<file path="src/rtl/phrase_sequencer_if.sv">
// ============================================================================
// Module   : phrase_sequencer_if
// Purpose  : Bundles the control, table and player-facing signals of
//            phrase_sequencer. PHRASE_SEQ_LOOP_EN adds the loop_wrap output.
// Revision : 1.0  initial release
// ============================================================================
`default_nettype none

interface phrase_sequencer_if;
  logic       start;
  logic       pause;
  logic       tick;
  logic [7:0] rom_addr;
  logic [4:0] rom_data;
  logic [4:0] phrase_id;
  logic       phrase_start;
  logic       busy;
  logic       done;
`ifdef PHRASE_SEQ_LOOP_EN
  logic       loop_wrap;
`endif

  // Sequencer side
  modport slave (
    input  start, pause, tick, rom_data,
`ifdef PHRASE_SEQ_LOOP_EN
    output loop_wrap,
`endif
    output rom_addr, phrase_id, phrase_start, busy, done
  );

  // Controller / table / player side
  modport master (
    output start, pause, tick, rom_data,
`ifdef PHRASE_SEQ_LOOP_EN
    input  loop_wrap,
`endif
    input  rom_addr, phrase_id, phrase_start, busy, done
  );
endinterface

`default_nettype wire

</file>
<file path="src/rtl/phrase_sequencer.sv">
// ============================================================================
// Module   : phrase_sequencer
// Purpose  : Walks the song phrase table one position per TICKS_PER_PHRASE
//            beat ticks and drives the note player's phrase select/restart.
//            Define PHRASE_SEQ_LOOP_EN to loop back to LOOP_START forever.
// Revision : 1.0  initial release
// ============================================================================
`default_nettype none

module phrase_sequencer #(
  parameter int SONG_LEN         = 153,
  parameter int TICKS_PER_PHRASE = 16,
  parameter int LOOP_START       = 1
) (
  input  logic              clk,
  input  logic              rst,
  phrase_sequencer_if.slave seq
);

  localparam int              CNT_W     = (TICKS_PER_PHRASE > 1) ? $clog2(TICKS_PER_PHRASE) : 1;
  localparam logic [CNT_W-1:0] LAST_TICK = CNT_W'(TICKS_PER_PHRASE - 1);
  localparam logic [7:0]       LAST_POS  = 8'(SONG_LEN - 1);
`ifdef PHRASE_SEQ_LOOP_EN
  localparam logic [7:0]       LOOP_POS  = 8'(LOOP_START);
`endif

  localparam logic [1:0] S_IDLE  = 2'd0;
  localparam logic [1:0] S_FETCH = 2'd1;
  localparam logic [1:0] S_PLAY  = 2'd2;
  localparam logic [1:0] S_DONE  = 2'd3;

  generate
    if (SONG_LEN < 2 || SONG_LEN > 256) begin : g_bad_song_len
      $error("phrase_sequencer: SONG_LEN must be in 2..256");
    end
    if (TICKS_PER_PHRASE < 1) begin : g_bad_ticks
      $error("phrase_sequencer: TICKS_PER_PHRASE must be at least 1");
    end
    if (LOOP_START < 0 || LOOP_START >= SONG_LEN) begin : g_bad_loop_start
      $error("phrase_sequencer: LOOP_START must be below SONG_LEN");
    end
  endgenerate

  logic [1:0]       state_q, state_d;
  logic [7:0]       rom_addr_q, rom_addr_d;
  logic [4:0]       phrase_id_q, phrase_id_d;
  logic             phrase_start_q, phrase_start_d;
  logic [CNT_W-1:0] tick_cnt_q, tick_cnt_d;
  logic             adv_pend_q, adv_pend_d;
`ifdef PHRASE_SEQ_LOOP_EN
  logic             loop_wrap_q, loop_wrap_d;
`endif

  logic w_tick_ok;
  logic w_last_tick;
  logic w_last_pos;
  logic w_busy;
  logic w_done;

  // A new address is held for one full cycle (adv_pend) before FETCH samples it.
  assign w_tick_ok   = (state_q == S_PLAY) && !adv_pend_q && seq.tick && !seq.pause;
  assign w_last_tick = (tick_cnt_q == LAST_TICK);
  assign w_last_pos  = (rom_addr_q == LAST_POS);

  // State register
  always_ff @(posedge clk) begin
    if (rst) begin
      state_q <= S_IDLE;
    end else begin
      state_q <= state_d;
    end
  end

  // Next-state logic
  always_comb begin
    state_d = state_q;
    case (state_q)
      S_IDLE:  if (seq.start) state_d = S_FETCH;
      S_FETCH: state_d = S_PLAY;
      S_PLAY: begin
        if (adv_pend_q) begin
          state_d = S_FETCH;
        end else if (w_tick_ok && w_last_tick && w_last_pos) begin
`ifdef PHRASE_SEQ_LOOP_EN
          state_d = S_PLAY;
`else
          state_d = S_DONE;
`endif
        end
      end
      S_DONE:  if (seq.start) state_d = S_FETCH;
      default: state_d = S_IDLE;
    endcase
  end

  // Output logic
  always_comb begin
    w_busy = 1'b0;
    w_done = 1'b0;
    case (state_q)
      S_FETCH, S_PLAY: w_busy = 1'b1;
      S_DONE: begin
`ifdef PHRASE_SEQ_LOOP_EN
        w_done = 1'b0;
`else
        w_done = 1'b1;
`endif
      end
      default: begin
        w_busy = 1'b0;
        w_done = 1'b0;
      end
    endcase
  end

  // Datapath next values
  always_comb begin
    rom_addr_d     = rom_addr_q;
    phrase_id_d    = phrase_id_q;
    phrase_start_d = 1'b0;
    tick_cnt_d     = tick_cnt_q;
    adv_pend_d     = 1'b0;
`ifdef PHRASE_SEQ_LOOP_EN
    loop_wrap_d    = 1'b0;
`endif
    case (state_q)
      S_IDLE: begin
        if (seq.start) begin
          rom_addr_d = 8'd0;
          tick_cnt_d = '0;
        end
      end
      S_FETCH: begin
        phrase_id_d    = seq.rom_data;
        phrase_start_d = 1'b1;
        tick_cnt_d     = '0;
      end
      S_PLAY: begin
        if (w_tick_ok) begin
          if (!w_last_tick) begin
            tick_cnt_d = tick_cnt_q + CNT_W'(1);
          end else if (!w_last_pos) begin
            rom_addr_d = rom_addr_q + 8'd1;
            tick_cnt_d = '0;
            adv_pend_d = 1'b1;
          end else begin
`ifdef PHRASE_SEQ_LOOP_EN
            rom_addr_d  = LOOP_POS;
            tick_cnt_d  = '0;
            adv_pend_d  = 1'b1;
            loop_wrap_d = 1'b1;
`else
            rom_addr_d  = 8'd0;
            phrase_id_d = 5'd0;
            tick_cnt_d  = '0;
`endif
          end
        end
      end
      S_DONE: begin
        rom_addr_d  = 8'd0;
        phrase_id_d = 5'd0;
        if (seq.start) tick_cnt_d = '0;
      end
      default: begin
        rom_addr_d  = 8'd0;
        phrase_id_d = 5'd0;
      end
    endcase
  end

  always_ff @(posedge clk) begin
    if (rst) begin
      rom_addr_q     <= 8'd0;
      phrase_id_q    <= 5'd0;
      phrase_start_q <= 1'b0;
      tick_cnt_q     <= '0;
      adv_pend_q     <= 1'b0;
`ifdef PHRASE_SEQ_LOOP_EN
      loop_wrap_q    <= 1'b0;
`endif
    end else begin
      rom_addr_q     <= rom_addr_d;
      phrase_id_q    <= phrase_id_d;
      phrase_start_q <= phrase_start_d;
      tick_cnt_q     <= tick_cnt_d;
      adv_pend_q     <= adv_pend_d;
`ifdef PHRASE_SEQ_LOOP_EN
      loop_wrap_q    <= loop_wrap_d;
`endif
    end
  end

  assign seq.rom_addr     = rom_addr_q;
  assign seq.phrase_id    = phrase_id_q;
  assign seq.phrase_start = phrase_start_q;
  assign seq.busy         = w_busy;
  assign seq.done         = w_done;
`ifdef PHRASE_SEQ_LOOP_EN
  assign seq.loop_wrap    = loop_wrap_q;
`endif

endmodule

`default_nettype wire

</file>
<file path="src/flat_wrapper.sv">
// flat-port wrapper written by rule: the top's interface ports become plain ports
module phrase_sequencer_flat 
#(
  parameter int SONG_LEN         = 153,
  parameter int TICKS_PER_PHRASE = 16,
  parameter int LOOP_START       = 1
)
  (clk, rst, seq_start, seq_pause, seq_tick, seq_rom_data, seq_rom_addr, seq_phrase_id, seq_phrase_start, seq_busy, seq_done);
  phrase_sequencer_if seq_i ();
  input  logic clk;
  input  logic rst;
  input wire logic [$bits(seq_i.start)-1:0] seq_start;
  input wire logic [$bits(seq_i.pause)-1:0] seq_pause;
  input wire logic [$bits(seq_i.tick)-1:0] seq_tick;
  input wire logic [$bits(seq_i.rom_data)-1:0] seq_rom_data;
  output wire logic [$bits(seq_i.rom_addr)-1:0] seq_rom_addr;
  output wire logic [$bits(seq_i.phrase_id)-1:0] seq_phrase_id;
  output wire logic [$bits(seq_i.phrase_start)-1:0] seq_phrase_start;
  output wire logic [$bits(seq_i.busy)-1:0] seq_busy;
  output wire logic [$bits(seq_i.done)-1:0] seq_done;
  assign seq_i.start = seq_start;
  assign seq_i.pause = seq_pause;
  assign seq_i.tick = seq_tick;
  assign seq_i.rom_data = seq_rom_data;
  assign seq_rom_addr = seq_i.rom_addr;
  assign seq_phrase_id = seq_i.phrase_id;
  assign seq_phrase_start = seq_i.phrase_start;
  assign seq_busy = seq_i.busy;
  assign seq_done = seq_i.done;
  phrase_sequencer #(.SONG_LEN(SONG_LEN), .TICKS_PER_PHRASE(TICKS_PER_PHRASE), .LOOP_START(LOOP_START)) u_core (.clk(clk), .rst(rst), .seq(seq_i));
endmodule
</file>
<file path="config.mk">
export PLATFORM = sky130hd
export DESIGN_NAME = phrase_sequencer_flat
export DESIGN_NICKNAME = d
export VERILOG_FILES = /design/src/rtl/phrase_sequencer_if.sv /design/src/rtl/phrase_sequencer.sv /design/src/flat_wrapper.sv
export SDC_FILE = /design/constraint.sdc
export NUM_CORES = 1
export LEC_CHECK = 0
export ABC_AREA = 1
export CAP_MARGIN = 20
export CORE_MARGIN = 2
export CORE_UTILIZATION = 50
export DETAILED_ROUTE_END_ITERATION = 8
export PLACE_DENSITY = 0.79
export SYNTH_ARGS = -nofsm -noshare
export SYNTH_HDL_FRONTEND = slang
export SYNTH_SLANG_ARGS = --single-unit
</file>
<file path="constraint.sdc">
create_clock -name clk -period 1.7 [get_ports clk]
set_input_delay 0.255 -clock clk [delete_from_list [all_inputs] [get_ports clk]]
set_output_delay 0.255 -clock clk [all_outputs]
set_load 0.05 [all_outputs]
</file>
---- Word level (Yosys, flattened, before mapping) ----
Cells that the tools add are included.
operators by class
  add/subtract/negate cells ............... 2
  eq/ne operators ......................... 11
  muxes and demuxes ....................... 21
  bitwise logic cells ..................... 3
  reductions and logical operators ........ 17
operators with widths
  cell                                                  number
  2-to-1 mux 8 bit                                      4
  one-hot mux 8 bit (3 select lines)                    1
  2-to-1 mux 5 bit                                      3
  one-hot mux 5 bit (3 select lines)                    1
  2-to-1 mux 4 bit                                      3
  one-hot mux 4 bit (3 select lines)                    1
  adder 8 x 1 -> 8 bit (second input constant)          1
  equality test 8 bit (second input constant)           1
  != test 2 x 1 -> 1 bit (second input constant)        4
  AND reduction 4 bit                                   2
  2-to-1 mux 2 bit                                      3
  one-hot mux 2 bit (3 select lines)                    1
  nonzero test 3 bit                                    2
  logical AND 1 bit                                     5
  adder 4 x 1 -> 4 bit (second input constant)          1
  equality test 2 bit (second input constant)           2
  equality test 4 bit (second input constant)           1
  2-to-1 mux 1 bit                                      4
  AND reduction 2 bit                                   2
  OR reduction 2 bit                                    2
  OR reduction 4 bit                                    1
  != test 3 x 2 -> 1 bit (second input constant)        1
  NOT 1 bit                                             3
  equality test 2 x 1 -> 1 bit (second input constant)  1
  other kinds (3)                                       4
storage, ports and cells
  register bits after elaboration ......... 21
  input bits .............................. 10
  output and inout bits ................... 16

---- Depth between registers and ports, before layout ----
Gate-level depths: netlist (run 1).
  word-level depth ........................ 9
  depth in mapped cells ................... 13
  gate-level depth less buffers ........... 12

---- Least setup slack after synthesis (run 1) ----
Ideal clock, no wire load.
  kind .................................... register to register
  start point ............................. register u_core.rom_addr_q[0], in the netlist u_core.seq.rom_addr[0]
  end point ............................... register u_core.phrase_id_q[0], in the netlist u_core.seq.phrase_id[0]
  setup time .............................. 114 ps
  data arrival time ....................... 1,566 ps
  data required time ...................... 1,586 ps
  slack ................................... 20 ps
  cell stages (with the launch flop) ...... 11
  clock period less this slack ............ 1,680 ps
  cell sequence ........................... dfxtp_1 -> inv_1 -> ha_1 -> inv_1 -> nor2_1 -> nand3_1 -> nand2_1 -> nand2_1 -> nor2_8 -> nor2_1 -> nor2_1
between the ends
  word-level cells in the longest chain between the ends .. 3
RTL lines
  element                                  RTL line                 RTL
  start: declaration                       phrase_sequencer.sv:45   logic [7:0] rom_addr_q, rom_addr_d;
  start signal: assignment                 phrase_sequencer.sv:183  rom_addr_q <= rom_addr_d;
  equality test 8 bit                      phrase_sequencer.sv:63   assign w_last_pos = (rom_addr_q == LAST_POS);
  != test 2 x 1 -> 1 bit (no source line)  n/a
  AND reduction 4 bit (no source line)     n/a
  end signal: assignment                   phrase_sequencer.sv:184  phrase_id_q <= phrase_id_d;
  end: declaration                         phrase_sequencer.sv:46   logic [4:0] phrase_id_q, phrase_id_d;
No other way between the ends.
A chain may end at the register's enable or synchronous reset.

---- Worst setup path in the final report (run 1) ----
  start point ............................. register u_core.state_q[0]
  end point ............................... register u_core.rom_addr_q[5], in the netlist u_core.seq.rom_addr[5]
between the ends
  word-level cells in the longest chain between the ends .. 6
  elaborated cells between the ends (all ways) .. 12
RTL lines
  element                                  RTL line                                         RTL
  start: declaration                       phrase_sequencer.sv:44                           logic [1:0] state_q, state_d;
  start signal: assignment                 phrase_sequencer.sv:70                           state_q <= state_d;
  equality test 2 bit                      phrase_sequencer.sv:61, phrase_sequencer.sv:126
  logical AND 1 bit (3 in series)          phrase_sequencer.sv:61                           assign w_tick_ok = (state_q == S_PLAY) && !adv_pend_q && seq.tick && !seq.pause;
  != test 2 x 1 -> 1 bit (no source line)  n/a
  AND reduction 4 bit (no source line)     n/a
Several ways; a longest one is shown, not always the timed one.

==> reports/results.md, run 1 <==
| Item | Reported | Unit |
|:---|:---|:---|
| Run status | finished, violations left | - |
| Failing checks | DRC | - |
| Worst path cell trace | inv_1, ha_1, inv_2, nor2_4, nand2_2, nand2_4, nand2_2, inv_1, nand4_1, nand2_1, nor2_1 | - |
| Layout-stage area growth over the synthesis result | 29.5 | % |
| Number of max-slew violations in the final report | 0 | - |
| I/O pin count | 26 | - |
| Worst-margin pin slew | 0.281 | ns |
| Number of instances in the synthesized netlist | 174 | - |
| Slowest cell on crit path | sky130_fd_sc_hd__dfxtp_4 | - |
| DR DRC count | 1 | - |
| EDFF count, synth | 0 | - |
| Placed insts | 230 | - |
| Data arrival, critical path | 1.78 | ns |
| Diodes inserted | 0 | - |
| Static leakage | 0.000768 | uW |
| Width of the die | 53.4 | um |
| WL final | 2720 | um |
| Crit path buf inv count | 3 | - |
| Number of CTS-inserted buffers | 3 | - |
| Global routing usage summed across all routing layers | 20.5 | % |
| Area of the mapped netlist | 1220 | sq um |
| Vias in the first global route | 1104 | - |
| Count of placed standard cells in the final layout, fillers left out | 236 | - |
| Share of async-settable or async-resettable flops after synthesis | 0 | % |
| Number of nets with antenna violations after routing | 0 | - |
| GRT Residual Overflow | 0 | - |
| Hold Path Cell Cnt | 2 | - |
| Via count of the routed design | 1204 | - |
| Routed len/inst | 11.5 | um |
| Distinct cell type count after synthesis | 27 | - |
| Minimum hold slack | 0.497 | ns |
| Largest stage delay on the critical path | 0.38 | ns |
| Row Count | 17 | - |
| Max rail drop VDD | 1220 | uV |
| Flip-flop and latch count after synthesis | 21 | - |
| Hold WC Path Type | register to register | - |
| Ratio of cells with drive above 1 in the final layout | 23.1 | % |
| Synth Area in Compound Gates | 8.21 | % |
| Detailed Routing Iterations Pass 1 | 7 | - |
| Synthesized-area fraction occupied by xor and xnor cells | 2.15 | % |
| Final number of hold-violating endpoints | 0 | - |
| Final weighted congestion in routability-driven placement | 0.889 | - |
| Final critical-path setup slack | 0.130 | ns |
| H-tree lvl count | 1 | - |
| DP Worst Slack | 0.00341 | ns |
| Synthesized-area fraction occupied by adder cells | 8.21 | % |
| Avg Cell Area, Syn | 7.01 | sq um |
| Clock root cell | sky130_fd_sc_hd__clkbuf_4 | - |
| Delay-heaviest family, CP | simple AND/OR/NAND/NOR gates | - |
| Yosys warning count | 0 | - |
| Initial antenna violation count | 0 | - |
| Power density of the placed cells | 1410 | nW/um^2 |
| Clock skew | 0.00464 | ns |
| Drt first-iter violations | 38 | - |
| Synthesized netlist net count | 192 | - |
| Number of max-cap violations | 0 | - |
| Dominant combinational cell family by area after synthesis | simple AND/OR/NAND/NOR gates | - |
| Most frequent standard cell in the layout excluding fill and tap cells | sky130_fd_sc_hd__nand2_1 | - |
| Drt via density | 5.10 | - |
| Worst relative slew slack | 81.3 | % |
| Critical path startpoint category | register | - |
| Kind of critical path | register to register | - |
| Commonest register cell after synthesis | sky130_fd_sc_hd__dfxtp_1 | - |
| Instance count on the critical path | 11 | - |
| Port bufs | 25 | - |
| Proportion of synthesized chip area in sequential cells | 34.5 | % |
| Wire length of the first global-routing pass | 4370 | um |
| Core Box Area | 2250 | sq um |
| Clock latency on the worst-skew pair | 0.30 | ns |
| Final period util | 92.3 | % |
| Worst-path clk slew | 0.12 | ns |
| Largest fanout on the critical path | 5 | - |
| Simple-Gate Fraction of Synth Area | 37.3 | % |
| Core Util, Final | 70.1 | % |
| TritonCTS clock tree | yes | - |
| Full die area | 2850 | sq um |
| Maximum clock frequency | 0.637 | GHz |
| Required time of the critical path | 1.92 | ns |
| Half-perimeter wire length after placement | 2070 | um |
| Final critical path time including I/O delays and setup | 1.57 | ns |
| Largest net degree at the start of global routing | 13 | - |
| Worst reg2reg path depth | 11 | - |
| Fraction of synthesized area in multiplexers | 0 | % |
| Final setup violation count | 0 | - |
| Number of sinks on the clock net | 21 | - |
| Number of buffers between clock root and the deepest sink | 2 | - |
| Final setup TNS | 0 | ns |
| Starting density of the core | 54.1 | % |
| Count of nets after finishing | 227 | - |
| Commonest non-fill, non-tap cells in the layout | sky130_fd_sc_hd__nand2_1 (40), sky130_fd_sc_hd__nor2_1 (28), sky130_fd_sc_hd__inv_1 (26) | - |
| Element type at the critical path end | register | - |
| Die Y | 53.4 | um |
[metrics by stage]
| step | power [uW] | cell area, sq um |
|---|---|---|
| 6_report | 2240 | 1580 |
| 5_1_grt | 2400 | 1580 |
| 4_1_cts | 2130 | 1540 |
| 3_5_place_dp | 1890 | 1510 |
| 3_3_place_gp | 1850 | 1510 |
| 2_1_floorplan | 1540 | 1220 |
[Yosys cell counts, types with 2 or more instances]
cell type,number,area (sq um)
sky130_fd_sc_hd__dfxtp_1,21,420
sky130_fd_sc_hd__o21bai_1,2,15.0
sky130_fd_sc_hd__nor2_1,29,109
sky130_fd_sc_hd__nand2_4,3,33.8
sky130_fd_sc_hd__inv_1,26,97.6
sky130_fd_sc_hd__a21oi_1,6,30.0
sky130_fd_sc_hd__nor2_2,2,12.5
sky130_fd_sc_hd__nand3_1,12,60.1
sky130_fd_sc_hd__o21ai_0,4,20.0
sky130_fd_sc_hd__ha_1,8,100
sky130_fd_sc_hd__nand2_1,43,161
sky130_fd_sc_hd__nand2_2,2,12.5
sky130_fd_sc_hd__xor2_1,2,17.5
[flip-flops by register name (all words and copies together) (netlist names)]
register / flops
u_core.adv_pend_q: 1
u_core.seq.phrase_id: 5
u_core.seq.phrase_start: 1
u_core.seq.rom_addr: 8
u_core.state_q: 2
u_core.tick_cnt_q: 4
[report_power, final]
part	total [uW]	internal (uW)	switching, uW	leakage [uW]
clock network	242	87.6	154	0.0000177
registers	636	579	56.3	0.000172
logic	1360	487	871	0.000578
[worst min-delay path, cell delays in order, from the launching register on]
cell	delay (ns)
sky130_fd_sc_hd__dfxtp_1	0.33
sky130_fd_sc_hd__nor2_1	0.09
sky130_fd_sc_hd__nor2_1	0.05
[timing repair]
action	CTS	global route
hold buffers	0	0
setup endpoints to repair	0	12
gates resized for setup	0	10
buffers inserted	0	0
[per-layer routing]
metal	GRT usage, %	part of all wire (%)
met2	37.9	47
met1	24.1	46
met3	2.54	5.2
met4	6.41	1.9
met5	0	0
[area by class of cell]
class,count,area (sq um)
multi-input cells,126,717
fillers,193,674
flip-flops and latches,21,427
repair buffers,30,273
inverters,27,101
well taps,28,35.0
clock buffers,3,22.5
clock inverters,1,5.00
[cell families after synthesis]
kind of cell    after synthesis
simple gates                 97
buf+inv                      29
fa+ha+maj                     8
xor+xnor                      3
flops                        21
compound gates               16
[final timing paths]
| kind | startpoint | slack (ns) | end |
|---|---|---|---|
| max | u_core.state_q[0]$_SDFFE_PP0P_ | 0.13 | u_core.seq.rom_addr[5]$_SDFFE_PP0P_ |
| min | u_core.seq.phrase_id[0]$_SDFFE_PP0P_ | 0.50 | u_core.seq.phrase_id[0]$_SDFFE_PP0P_ |
| max reg2reg | u_core.state_q[0]$_SDFFE_PP0P_ | 0.13 | u_core.seq.rom_addr[5]$_SDFFE_PP0P_ |
| min reg2reg | u_core.seq.phrase_id[0]$_SDFFE_PP0P_ | 0.50 | u_core.seq.phrase_id[0]$_SDFFE_PP0P_ |
Note: power is estimated with default switching activity, not from simulation.
==> inputs of run 2 (changes only) <==
--- a/config.mk
+++ b/config.mk
@@ -6,7 +6,6 @@
 export NUM_CORES = 1
 export LEC_CHECK = 0
 export ABC_AREA = 1
-export CAP_MARGIN = 20
 export CORE_MARGIN = 2
 export CORE_UTILIZATION = 50
 export DETAILED_ROUTE_END_ITERATION = 8
==> results of run 2 <==
No change in the layout: final DEF, timing and power equal those of run 1.
